### src/rtl/g711_coder_stream.sv
// Multi-channel G.711 A-law / mu-law encoder, three-stage valid/ready pipe.
// One global stall enable keeps every stage in lockstep with the sink.
module g711_coder_stream #(
   parameter  int CHANNELS  = 4,
   parameter  int ALAW_G711 = 0,
   localparam int CHAN_W    = (CHANNELS > 1) ? $clog2(CHANNELS) : 1
) (
   input  logic                clk,
   input  logic                rst_n,
   input  logic                in_valid,
   output logic                in_ready,
   input  logic [15:0]         in_pcm,
   input  logic [CHAN_W-1:0]   in_chan,
   input  logic [CHANNELS-1:0] law_mask,
   output logic                out_valid,
   input  logic                out_ready,
   output logic [7:0]          out_code,
   output logic [CHAN_W-1:0]   out_chan,
   output logic                out_clip,
   output logic                err_chan
);

   localparam int MW = 1 << CHAN_W;
   localparam logic [CHAN_W:0] CH_LIM = (CHAN_W+1)'(CHANNELS);

   logic              en, acc, bad;
   logic [MW-1:0]     mask_ext;

   logic              s1_vld_q, s1_law_q;
   logic [13:0]       s1_pcm_q;
   logic [CHAN_W-1:0] s1_chan_q;
   logic              err_q;

   logic              s2_vld_q, s2_law_q, s2_neg_q, s2_clip_q;
   logic [11:0]       s2_mag_q;
   logic [CHAN_W-1:0] s2_chan_q;

   logic              out_vld_q, out_clip_q;
   logic [7:0]        out_code_q;
   logic [CHAN_W-1:0] out_chan_q;

   assign en       = !out_vld_q | out_ready;
   assign in_ready = en;
   assign acc      = in_valid & en;
   assign bad      = {1'b0, in_chan} >= CH_LIM;
   assign mask_ext = MW'(law_mask);

   always_ff @(posedge clk or negedge rst_n) begin
      if (!rst_n) begin
         s1_vld_q  <= 1'b0;
         s1_law_q  <= 1'b0;
         s1_pcm_q  <= '0;
         s1_chan_q <= '0;
         err_q     <= 1'b0;
      end else begin
         err_q <= acc & bad;
         if (en) begin
            s1_vld_q  <= acc & !bad;
            s1_law_q  <= mask_ext[in_chan];
            s1_pcm_q  <= in_pcm[15:2];
            s1_chan_q <= in_chan;
         end
      end
   end

   // S2 keeps magnitude (A-law) or biased magnitude (mu-law), bit 0 dropped
   logic [12:0] ax, a_abs;
   logic [13:0] m_abs;
   logic [12:0] m_sat;
   logic        a_clip, m_clip;
   logic [12:0] s2_full_d;
   logic [11:0] s2_mag_d;
   logic        s2_clip_d;

   always_comb begin
      ax        = s1_pcm_q[13:1];
      a_abs     = ax[12] ? (~ax + 13'd1) : ax;
      m_abs     = s1_pcm_q[13] ? (~s1_pcm_q + 14'd1) : s1_pcm_q;
      a_clip    = a_abs[12];
      m_clip    = m_abs > 14'd8158;
      m_sat     = m_clip ? 13'd8158 : m_abs[12:0];
      s2_full_d = a_clip ? 13'd4095 : a_abs;
      s2_clip_d = a_clip;
      if (s1_law_q) begin
         s2_full_d = m_sat + 13'd33;
         s2_clip_d = m_clip;
      end
      s2_mag_d  = s2_full_d[12:1];
   end

   always_ff @(posedge clk or negedge rst_n) begin
      if (!rst_n) begin
         s2_vld_q  <= 1'b0;
         s2_law_q  <= 1'b0;
         s2_neg_q  <= 1'b0;
         s2_clip_q <= 1'b0;
         s2_mag_q  <= '0;
         s2_chan_q <= '0;
      end else if (en) begin
         s2_vld_q  <= s1_vld_q;
         s2_law_q  <= s1_law_q;
         s2_neg_q  <= s1_pcm_q[13];
         s2_clip_q <= s2_clip_d;
         s2_mag_q  <= s2_mag_d;
         s2_chan_q <= s1_chan_q;
      end
   end

   logic [2:0] seg;
   logic [3:0] shamt;
   logic [3:0] mant;
   logic [7:0] code_d;

   always_comb begin
      seg    = '0;
      shamt  = '0;
      if (s2_law_q) begin
         for (int i = 0; i < 8; i++)
            if (s2_mag_q[4+i]) seg = 3'(i);
         shamt = {1'b0, seg};
      end else begin
         for (int i = 0; i < 7; i++)
            if (s2_mag_q[4+i]) seg = 3'(i + 1);
         if (seg != 3'd0) shamt = {1'b0, seg} - 4'd1;
      end
      mant   = 4'(s2_mag_q >> shamt);
      code_d = {s2_neg_q, seg, mant};
      if (s2_law_q)
         code_d = ~{s2_neg_q, seg, mant};
      else if (ALAW_G711 != 0)
         code_d = {~s2_neg_q, seg, mant} ^ 8'h55;
   end

   always_ff @(posedge clk or negedge rst_n) begin
      if (!rst_n) begin
         out_vld_q  <= 1'b0;
         out_clip_q <= 1'b0;
         out_code_q <= '0;
         out_chan_q <= '0;
      end else if (en) begin
         out_vld_q  <= s2_vld_q;
         out_clip_q <= s2_vld_q & s2_clip_q;
         if (s2_vld_q) begin
            out_code_q <= code_d;
            out_chan_q <= s2_chan_q;
         end
      end
   end

   assign out_valid = out_vld_q;
   assign out_code  = out_code_q;
   assign out_chan  = out_chan_q;
   assign out_clip  = out_clip_q;
   assign err_chan  = err_q;

endmodule

### config.mk
export PLATFORM = sky130hd
export DESIGN_NAME = g711_coder_stream
export DESIGN_NICKNAME = d
export VERILOG_FILES = /design/src/rtl/g711_coder_stream.sv
export SDC_FILE = /design/constraint.sdc
export NUM_CORES = 1
export LEC_CHECK = 0
export ABC_AREA = 1
export CAP_MARGIN = 20
export CORE_UTILIZATION = 40
export CTS_CLUSTER_DIAMETER = 60
export DETAILED_ROUTE_END_ITERATION = 10
export PLACE_DENSITY_LB_ADDON = 0.2
export SLEW_MARGIN = 25
export SYNTH_ARGS = -nofsm -noshare
export SYNTH_HDL_FRONTEND = slang
export SYNTH_SLANG_ARGS = --single-unit
### constraint.sdc
create_clock -name clk -period 7.69 [get_ports clk]
set_input_delay 1.1535 -clock clk [delete_from_list [all_inputs] [get_ports clk]]
set_output_delay 1.1535 -clock clk [all_outputs]
set_load 0.02 [all_outputs]
* Yosys cells after proc, flatten, opt, wreduce, memory -nomap -nowiden *
Index checks and enable logic that the tools add are counted.
W data, S select, Z words.

word-level totals
  logic and storage cells = 57
  bits of input ports = 26
  bits in registers = 48
  output and inout port bits = 14

cells by class
  bitwise operators = 6
  add/sub/neg operators = 4
  reduce and logical (&&, ||, !) cells = 3
  $lt $le $gt $ge = 2
  shift-type cells = 1
  muxes and demuxes = 27

operators with widths
  cell                     number
  $mux W3                  14
  $mux W13                 3
  $add A14 B1 Y14 const B  1
  $gt A14 B13 Y1 const B   1
  $mux W14                 1
  $not A14 Y14             1
  $add A13 B1 Y13 const B  1
  $add A13 B6 Y13 const B  1
  $not A13 Y13             1
  $mux W12                 1
  $shr A12 B4 Y4           1
  $mux W4                  2
  $mux W8                  1
  $not A8 Y8               1
  $mux W1                  4
  $sub A3 B1 Y4 const B    1
  $lt A2 B3 Y1 const B     1
  $reduce_bool A3 Y1       1
  $and A1 B1 Y1            2
  $bmux W1 S2              1
  $reduce_and A2 Y1        1
  $logic_not A1 Y1         1
  $or A1 B1 Y1             1

* Depth between registers and ports, before layout *
Gate-level depths: netlist of the first run.

  depth in word-level cells = 14
  gate-level depth with buffers = 23

* Worst setup path before layout of the first run *
No wires, ideal clock.

  path type = input -> output
  from = input port out_ready
  to = output port in_ready
  data arrival time = 2074 ps
  slack = 4463 ps
  stages = 4
  path through = nor2_1 > inv_1 > clkbuf_1 > clkbuf_1

on the way
  word-level cells in the longest chain between the ends = 1

RTL lines
  item          RTL line  source
  from (decl)   16        input logic out_ready,
  $or A1 B1 Y1  42        assign en = !out_vld_q | out_ready;
  to (decl)     11        output logic in_ready,

No other way between the ends.

* Worst setup path after layout of the first run *
Same ends and word-level chain as after synthesis.

==> run_summary.xml, run 1 <==
<?xml version="1.0" encoding="UTF-8"?>
<metrics>
  <group name="synthesis">
    <metric name="number_of_warnings_printed_during_yosys_synthesis" unit="">0</metric>
    <metric name="synth_compound_area_share" unit="%">16.3</metric>
    <metric name="async_reset_ff_share" unit="%">100</metric>
    <metric name="ys_seq_elements" unit="">48</metric>
    <metric name="yosys.area_share.adder" unit="%">1.81</metric>
    <metric name="synthDominantCellAreaShare" unit="%">34.8</metric>
    <metric name="synth_enable_flop_cells" unit="">0</metric>
    <metric name="post_synth_mux_area_share" unit="%">0</metric>
    <metric name="synth.lib_cells_used.distinct" unit="">42</metric>
    <metric name="synth.yosys.seq_area_share" unit="%">34.8</metric>
    <metric name="syn-instance-count" unit="">510</metric>
    <metric name="netlist_top_cells_area" unit="">sky130_fd_sc_hd__dfrtp_1 35%, sky130_fd_sc_hd__nand2_1 16%, sky130_fd_sc_hd__o21ai_0 8.3%, sky130_fd_sc_hd__inv_1 6.2%, sky130_fd_sc_hd__nand3_1 6.0%</metric>
    <metric name="synthXorXnorAreaFrac" unit="%">1.27</metric>
    <metric name="synth_most_common_cell" unit="">sky130_fd_sc_hd__nand2_1</metric>
    <metric name="synth.largest_area_cell" unit="">sky130_fd_sc_hd__dfrtp_1</metric>
    <metric name="synth.avg_cell_area" unit="um2">6.76</metric>
    <metric name="netlist_area" unit="um2">3450</metric>
    <metric name="netlist_top_cells_count" unit="">149 x sky130_fd_sc_hd__nand2_1, 57 x sky130_fd_sc_hd__inv_1, 57 x sky130_fd_sc_hd__o21ai_0</metric>
    <metric name="synth_top_family_by_area" unit="">simple AND/OR/NAND/NOR gates</metric>
    <metric name="yosys.area_share.simple" unit="%">35.9</metric>
    <metric name="synthFlopType" unit="">sky130_fd_sc_hd__dfrtp_1</metric>
    <metric name="syn_nets" unit="">541</metric>
  </group>
  <group name="power">
    <metric name="power_per_cell_area" unit="nW/um2">371</metric>
    <metric name="power.sequential.fraction" unit="%">29.1</metric>
    <metric name="netsw" unit="mW">0.719</metric>
    <metric name="clockPowerShare" unit="%">12.7</metric>
    <metric name="logic_pwr_share" unit="%">58.2</metric>
    <metric name="peakVddDrop" unit="uV">125</metric>
    <metric name="p_leak" unit="nW">1.96</metric>
    <metric name="cellInternalPower" unit="mW">0.760</metric>
    <metric name="power_switching_share" unit="%">48.6</metric>
  </group>
  <group name="clock_tree">
    <metric name="cts-root-buf" unit="">sky130_fd_sc_hd__clkbuf_8</metric>
    <metric name="postCtsHoldBufs" unit="">0</metric>
    <metric name="postCtsResizedCells" unit="">0</metric>
    <metric name="htree_levels" unit="">2</metric>
    <metric name="clk_path_buf_depth" unit="">2</metric>
    <metric name="worst_skew_pair.late_latency" unit="ns">0.31</metric>
    <metric name="postCtsSetupRepairBufs" unit="">0</metric>
    <metric name="cts_buffers" unit="">5</metric>
    <metric name="cts_tree" unit="">built</metric>
    <metric name="cts.sink_count" unit="">48</metric>
    <metric name="clkTransAtPathRegs" unit="ns">0.10</metric>
  </group>
  <group name="sta">
    <metric name="fmax" unit="MHz">273</metric>
    <metric name="number_of_failing_hold_endpoints_at_the_final_stage" unit="">0</metric>
    <metric name="worstMarginPinSlew" unit="ns">0.763</metric>
    <metric name="final_max_slew_viol_count" unit="">0</metric>
    <metric name="finalSetupViolations" unit="">0</metric>
    <metric name="period_share" unit="%">47.7</metric>
    <metric name="timing.slew.headroom" unit="%">48.9</metric>
    <metric name="finalSetupTns" unit="ns">0</metric>
    <metric name="finalClockSkew" unit="ns">0.0165</metric>
    <metric name="grt_setup_unrepaired" unit="">false</metric>
    <metric name="min_period" unit="ns">3.67</metric>
  </group>
  <group name="run_status">
    <metric name="status" unit="">finished clean</metric>
  </group>
  <group name="cells_and_area">
    <metric name="layout-area-overhead-vs-synth" unit="%">15.7</metric>
    <metric name="share_of_cells_above_drive_strength_1" unit="%">9.41</metric>
    <metric name="post-route-util" unit="%">48.1</metric>
    <metric name="nets" unit="">572</metric>
    <metric name="fillerInstances" unit="">860</metric>
    <metric name="antennaDiodeCount" unit="">0</metric>
  </group>
  <group name="routing">
    <metric name="remaining_drc_errors" unit="">0</metric>
    <metric name="vias" unit="">3296</metric>
    <metric name="wire_per_inst" unit="um">12.4</metric>
    <metric name="viasPerCell" unit="">5.09</metric>
    <metric name="drt_first_pass_iters" unit="">4</metric>
    <metric name="drc_violation_total_after_the_first_tritonroute_iteration" unit="">99</metric>
    <metric name="detail_route.wirelength" unit="mm">8.04</metric>
    <metric name="detail-route-antenna-nets" unit="">0</metric>
  </group>
  <group name="setup_path">
    <metric name="crit_chain" unit="">clkdlybuf4s50_1, nor2_1, buf_4, inv_1, clkdlybuf4s50_1</metric>
    <metric name="worstSetupPathType" unit="">in2out</metric>
    <metric name="cpMostUsedCell" unit="">sky130_fd_sc_hd__clkdlybuf4s50_1</metric>
    <metric name="crit_arrival" unit="ns">2.51</metric>
    <metric name="cpMaxStageDelayCell" unit="">sky130_fd_sc_hd__clkdlybuf4s50_1</metric>
    <metric name="critPathMaxFanout" unit="">17</metric>
    <metric name="setup.worst_path.end_class" unit="">output pin</metric>
    <metric name="cp.required" unit="ns">6.54</metric>
    <metric name="crit_path_start_kind" unit="">input port</metric>
    <metric name="cpPeakStageDelay" unit="ns">0.60</metric>
  </group>
  <group name="global_route">
    <metric name="antenna_found_initial" unit="">0</metric>
    <metric name="grt-ovfl-total" unit="">0</metric>
    <metric name="grt.total_usage" unit="%">19.6</metric>
    <metric name="number_of_global_route_vias_before_repair" unit="">3076</metric>
    <metric name="grt_max_degree" unit="">59</metric>
    <metric name="grt_first_pass_wirelength" unit="mm">13.9</metric>
  </group>
  <group name="floorplanning">
    <metric name="num_io_pins" unit="">40</metric>
    <metric name="fp.coreArea" unit="um2">8300</metric>
    <metric name="starting_density_of_the_core" unit="%">41.5</metric>
    <metric name="die_area" unit="um2">9000</metric>
    <metric name="fp.dieH" unit="um">94.9</metric>
    <metric name="floorplan.rows" unit="">33</metric>
    <metric name="fp.dieW" unit="um">94.9</metric>
  </group>
  <group name="flow_run">
    <metric name="drv.max_cap_violation_count" unit="">0</metric>
  </group>
  <group name="placed_design">
    <metric name="detailed_place_hpwl" unit="mm">6.10</metric>
    <metric name="globalplace.congestion" unit="">0.826</metric>
    <metric name="io_buffer_count" unit="">36</metric>
  </group>
  <group name="hold_path">
    <metric name="holdCritPathClass" unit="">reg2reg</metric>
  </group>
</metrics>
-- worst max-delay path: cells and delay by family --
family | cells | cell delay, ns
buf+inv | 4 | 1.32
simple gates | 1 | 0.04
-- per-stage QoR --
| stage | hold WS [ns] | instance area, um2 | total power, mW | std cells | worst slack [ns] |
|---|---|---|---|---|---|
| floorplan | 0.432 | 3450 | 1.07 | 510 | 4.46 |
| global placement | 0.451 | 3870 | 1.28 | 639 | 4.02 |
| detailed placement | 0.451 | 3870 | 1.29 | 639 | 4.01 |
| CTS | 0.476 | 3990 | 1.49 | 647 | 4.01 |
| global route | 0.510 | 3990 | 1.64 | 647 | 3.95 |
| finish | 0.477 | 3990 | 1.48 | 647 | 4.02 |
-- power groups by stage --
stage / clock network (mW) / registers (mW) / logic [mW]
5_1_grt: 0.202 / 0.444 / 0.992
3_3_place_gp: 0 / 0.432 / 0.844
4_1_cts: 0.194 / 0.430 / 0.862
2_1_floorplan: 0 / 0.443 / 0.628
6_report: 0.188 / 0.430 / 0.861
3_5_place_dp: 0 / 0.434 / 0.859
-- final timing paths --
path                                     startpoint                        to  slack, ns  cells after the start
hold / removal                 s2_vld_q$_DFFE_PN0N_     out_valid$_DFFE_PN0N_       0.48                      2
hold reg to reg                s2_vld_q$_DFFE_PN0N_     out_valid$_DFFE_PN0N_       0.48                      2
setup / recovery                          out_ready                  in_ready       4.02                      5
setup reg to reg           s1_pcm_q[13]$_DFFE_PN0N_  s2_mag_q[11]$_DFFE_PN0N_       4.45                     19
max in group asynchronous                     rst_n   s2_mag_q[7]$_DFFE_PN0N_       6.34                      2
min in group asynchronous                     rst_n   out_code[1]$_DFFE_PN0P_       0.92                      2
-- cell type report --
type / instances / area [um2] / share of cell area [%]
repair buffers: 39 / 378 / 9.47
multi-input cells: 381 / 1910 / 47.9
flip-flops and latches: 48 / 1200 / 30.1
clock buffers: 5 / 68.8 / 1.73
well taps: 105 / 131 / 3.29
clock inverters: 3 / 47.5 / 1.19
inverters: 66 / 250 / 6.27
-- layer usage --
metal / vias up / wire length (um) / GRT usage (%)
li1: 1726 / - / -
met1: 1500 / 3830 / 24.6
met2: 58 / 3840 / 33.9
met3: 12 / 207 / 3.06
met4: 0 / 159 / 7.07
met5: - / 0 / 0
-- layout by cell type, fill, tap and decap left out, types with 3 or more instances in the layout --
cell type and count:
sky130_fd_sc_hd__o22ai_1 3, sky130_fd_sc_hd__buf_4 3, sky130_fd_sc_hd__a31oi_1 7, sky130_fd_sc_hd__nor2_1 40
sky130_fd_sc_hd__nor2_2 5, sky130_fd_sc_hd__nand2_4 3, sky130_fd_sc_hd__o21ai_0 57, sky130_fd_sc_hd__xor2_1 3
sky130_fd_sc_hd__nand3_1 41, sky130_fd_sc_hd__o211ai_1 6, sky130_fd_sc_hd__clkbuf_8 5, sky130_fd_sc_hd__nand3_2 3
sky130_fd_sc_hd__o31ai_1 3, sky130_fd_sc_hd__dfrtp_1 48, sky130_fd_sc_hd__nand2_1 149, sky130_fd_sc_hd__nand4_1 12
sky130_fd_sc_hd__inv_2 5, sky130_fd_sc_hd__ha_1 5, sky130_fd_sc_hd__clkdlybuf4s50_1 35, sky130_fd_sc_hd__o21ai_1 3
sky130_fd_sc_hd__nand2_2 9, sky130_fd_sc_hd__nor2_4 6, sky130_fd_sc_hd__a21oi_1 9, sky130_fd_sc_hd__inv_1 57
-- sequential cells by signal (all words and copies together), names as in the netlist --
name,cells
s2_chan_q,2
s2_neg_q,1
s2_vld_q,1
s1_vld_q,1
s1_pcm_q,14
s1_chan_q,2
s2_mag_q,12
out_chan,2
out_code,8
s1_law_q,1
s2_clip_q,1
out_clip,1
out_valid,1
s2_law_q,1
-- logic make-up after synthesis --
group / count (synthesis)
fa+ha+maj: 5
compound gates: 97
flops: 48
xor+xnor: 5
simple gates: 273
other cells: 1
buf+inv: 81
Note: power is estimated with default switching activity, not from simulation.
==> run 2, diff against run 1 <==
==> constraint.sdc (replaced) <==
create_clock -name clk -period 3.5 [get_ports clk]
set_input_delay 0.525 -clock clk [delete_from_list [all_inputs] [get_ports clk]]
set_output_delay 0.525 -clock clk [all_outputs]
set_load 0.02 [all_outputs]
==> run 2 against run 1 <==
Compared with the run above:
- routed wire length down 0.58%
- sequential power up 120%
- critical endpoint is now s2_mag_q[11]$_DFFE_PN0N_
- total power up 120%
- combinational power up 120%
- clock power up 87%
- design area about the same
- via count up 0.55%
==> run_summary.xml, run 2 (same netlist as run 1, synthesis figures left out) <==
<?xml version="1.0" encoding="UTF-8"?>
<metrics>
  <group name="clock_tree">
    <metric name="clk_path_buf_depth" unit="">2</metric>
    <metric name="cts_tree" unit="">built</metric>
    <metric name="clkTransAtPathRegs" unit="ns">0.09</metric>
    <metric name="cts-root-buf" unit="">sky130_fd_sc_hd__clkbuf_8</metric>
    <metric name="cts_buffers" unit="">5</metric>
    <metric name="cts.sink_count" unit="">48</metric>
    <metric name="postCtsSetupRepairBufs" unit="">0</metric>
    <metric name="postCtsHoldBufs" unit="">0</metric>
    <metric name="postCtsResizedCells" unit="">0</metric>
    <metric name="worst_skew_pair.late_latency" unit="ns">0.30</metric>
    <metric name="htree_levels" unit="">2</metric>
  </group>
  <group name="routing">
    <metric name="detail_route.wirelength.met1" unit="mm">3.91</metric>
    <metric name="met2RoutedLength" unit="mm">3.81</metric>
    <metric name="detail-route-antenna-nets" unit="">0</metric>
    <metric name="drt_first_pass_iters" unit="">4</metric>
    <metric name="wire_per_inst" unit="um">12.3</metric>
    <metric name="viasPerCell" unit="">5.10</metric>
    <metric name="remaining_drc_errors" unit="">0</metric>
    <metric name="met3_wire_len" unit="um">188</metric>
    <metric name="drc_violation_total_after_the_first_tritonroute_iteration" unit="">146</metric>
    <metric name="detail_route.wirelength" unit="mm">8.00</metric>
    <metric name="dr.max_layer_used" unit="">met4</metric>
    <metric name="vias" unit="">3314</metric>
  </group>
  <group name="cells_and_area">
    <metric name="layout-area-overhead-vs-synth" unit="%">15.8</metric>
    <metric name="sequential_cell_area" unit="um2">1200</metric>
    <metric name="nets" unit="">575</metric>
    <metric name="antennaDiodeCount" unit="">0</metric>
    <metric name="max_flop_register" unit="">s1_pcm_q</metric>
    <metric name="layout_commonest_cell" unit="">sky130_fd_sc_hd__nand2_1</metric>
    <metric name="design_area" unit="um2">3990</metric>
    <metric name="largest_register_ffs" unit="">14</metric>
    <metric name="fillerInstances" unit="">856</metric>
    <metric name="post-route-util" unit="%">48.1</metric>
    <metric name="final-instance-count-excl-fill" unit="">650</metric>
    <metric name="final_cell_mix" unit="">149 x sky130_fd_sc_hd__nand2_1, 57 x sky130_fd_sc_hd__inv_1, 57 x sky130_fd_sc_hd__o21ai_0</metric>
    <metric name="multi_input_comb_area" unit="um2">1910</metric>
    <metric name="share_of_cells_above_drive_strength_1" unit="%">9.91</metric>
  </group>
  <group name="setup_path">
    <metric name="setup.worst_path.end_class" unit="">flip-flop</metric>
    <metric name="critPathMaxFanout" unit="">11</metric>
    <metric name="worst_setup_path_startpoint" unit="">s1_pcm_q[1]$_DFFE_PN0N_</metric>
    <metric name="crit_path_start_kind" unit="">flip-flop</metric>
    <metric name="crit_arrival" unit="ns">3.30</metric>
    <metric name="r2r-start" unit="">s1_pcm_q[1]$_DFFE_PN0N_</metric>
    <metric name="cp.required" unit="ns">3.70</metric>
    <metric name="worstSetupPathType" unit="">reg2reg</metric>
  </group>
  <group name="sta">
    <metric name="worstMarginPinSlew" unit="ns">0.773</metric>
    <metric name="fmax" unit="MHz">323</metric>
    <metric name="postLayoutSetupSlackWorst" unit="ns">0.401</metric>
    <metric name="min_period" unit="ns">3.10</metric>
    <metric name="number_of_failing_hold_endpoints_at_the_final_stage" unit="">0</metric>
    <metric name="finalSetupViolations" unit="">0</metric>
    <metric name="timing.slew.headroom" unit="%">48.5</metric>
    <metric name="final_max_slew_viol_count" unit="">0</metric>
    <metric name="period_share" unit="%">88.6</metric>
    <metric name="finalSetupTns" unit="ns">0</metric>
    <metric name="finalClockSkew" unit="ns">0.0143</metric>
    <metric name="grt_setup_unrepaired" unit="">false</metric>
  </group>
  <group name="power">
    <metric name="peakVddDrop" unit="uV">232</metric>
    <metric name="power_per_cell_area" unit="nW/um2">801</metric>
    <metric name="p_leak" unit="nW">1.96</metric>
  </group>
  <group name="floorplanning">
    <metric name="starting_density_of_the_core" unit="%">41.5</metric>
    <metric name="num_io_pins" unit="">40</metric>
    <metric name="die_area" unit="um2">9000</metric>
    <metric name="fp.dieW" unit="um">94.9</metric>
    <metric name="fp.coreArea" unit="um2">8300</metric>
    <metric name="floorplan.rows" unit="">33</metric>
    <metric name="fp.dieH" unit="um">94.9</metric>
  </group>
  <group name="global_route">
    <metric name="number_of_global_route_vias_before_repair" unit="">3101</metric>
    <metric name="grt_first_pass_wirelength" unit="mm">14.1</metric>
    <metric name="grt.total_usage" unit="%">19.6</metric>
    <metric name="grt-ovfl-total" unit="">0</metric>
    <metric name="grt_max_degree" unit="">59</metric>
    <metric name="antenna_found_initial" unit="">0</metric>
  </group>
  <group name="placed_design">
    <metric name="place_worst_setup_slack" unit="ns">0.439</metric>
    <metric name="io_buffer_count" unit="">36</metric>
    <metric name="placed_cells_incl_taps" unit="">642</metric>
    <metric name="globalplace.congestion" unit="">0.875</metric>
    <metric name="placed_cell_area" unit="um2">3890</metric>
    <metric name="detailed_place_hpwl" unit="mm">6.11</metric>
  </group>
  <group name="hold_path">
    <metric name="holdCritPathClass" unit="">in2async</metric>
  </group>
  <group name="run_status">
    <metric name="status" unit="">finished clean</metric>
  </group>
  <group name="flow_run">
    <metric name="drv.max_cap_violation_count" unit="">0</metric>
  </group>
</metrics>
## run 2: changes by cell type in the layout (fill, tap and decap cells not counted), sizes merged
cell and change:
bufinv -1, clkinvlp +2, clkinv -2, clkbuf +1, buf +3
## run 2: worst paths after layout
path                                                 end  slack [ns]  depth (start not counted)
worst min-delay path             s1_pcm_q[2]$_DFFE_PN0N_        0.29                          1
worst max register to register  s2_mag_q[11]$_DFFE_PN0N_        0.40                         22
max in group asynchronous           s1_vld_q$_DFFE_PN0N_        2.50                          2
worst max-delay path            s2_mag_q[11]$_DFFE_PN0N_        0.40                         22
min in group clk                   out_valid$_DFFE_PN0N_        0.48                          2
worst min register to register     out_valid$_DFFE_PN0N_        0.48                          2
## run 2: final cells by class
type / instances / share of cell area (%)
inverter: 66 / 6.27
sequential: 48 / 30.1
clock buffer: 6 / 2.07
multi-input combinational: 381 / 47.9
clock inverter: 2 / 0.376
tap: 105 / 3.29
timing repair buffer: 42 / 10.0
## run 2: stage by stage
step | hold slack (ns) | total power [mW]
after floorplan | 0.229 | 2.35
after global placement | 0.450 | 2.82
after detailed placement | 0.456 | 2.85
after CTS | 0.328 | 3.21
after global routing | 0.346 | 3.57
final | 0.292 | 3.20
## run 2: critical path: stages (launching register included)
cell and delay [ns]:
sky130_fd_sc_hd__dfrtp_1 0.39, sky130_fd_sc_hd__inv_1 0.12, sky130_fd_sc_hd__ha_1 0.27, sky130_fd_sc_hd__inv_1 0.08, sky130_fd_sc_hd__nor2_1 0.20, sky130_fd_sc_hd__nand3_1 0.13, sky130_fd_sc_hd__nand2_1 0.12, sky130_fd_sc_hd__nand2_1 0.07
sky130_fd_sc_hd__nand2_2 0.11, sky130_fd_sc_hd__nand3_1 0.10, sky130_fd_sc_hd__nor2_2 0.15, sky130_fd_sc_hd__nand2_4 0.09, sky130_fd_sc_hd__nand2_4 0.18, sky130_fd_sc_hd__inv_2 0.12, sky130_fd_sc_hd__nand2_1 0.09, sky130_fd_sc_hd__ha_1 0.21
sky130_fd_sc_hd__nand3_2 0.12, sky130_fd_sc_hd__nand2_4 0.11, sky130_fd_sc_hd__nand3_2 0.07, sky130_fd_sc_hd__nor2_1 0.11, sky130_fd_sc_hd__nand2_1 0.06, sky130_fd_sc_hd__nand3_1 0.07, sky130_fd_sc_hd__nand2_1 0.05
## run 2: routing by layer
metal | vias to the layer above | GRT usage [%]
met2 | 54 | 33.2
met4 | 0 | 5.68
met1 | 1514 | 25.7
li1 | 1736 | -
met3 | 10 | 2.82
met5 | - | 0
## run 2: power by group
group          switching (mW)  internal, mW  total, mW
clock                   0.192         0.160      0.352
combinational            1.21         0.700       1.91
sequential              0.178         0.762      0.940
total                    1.58          1.62       3.20
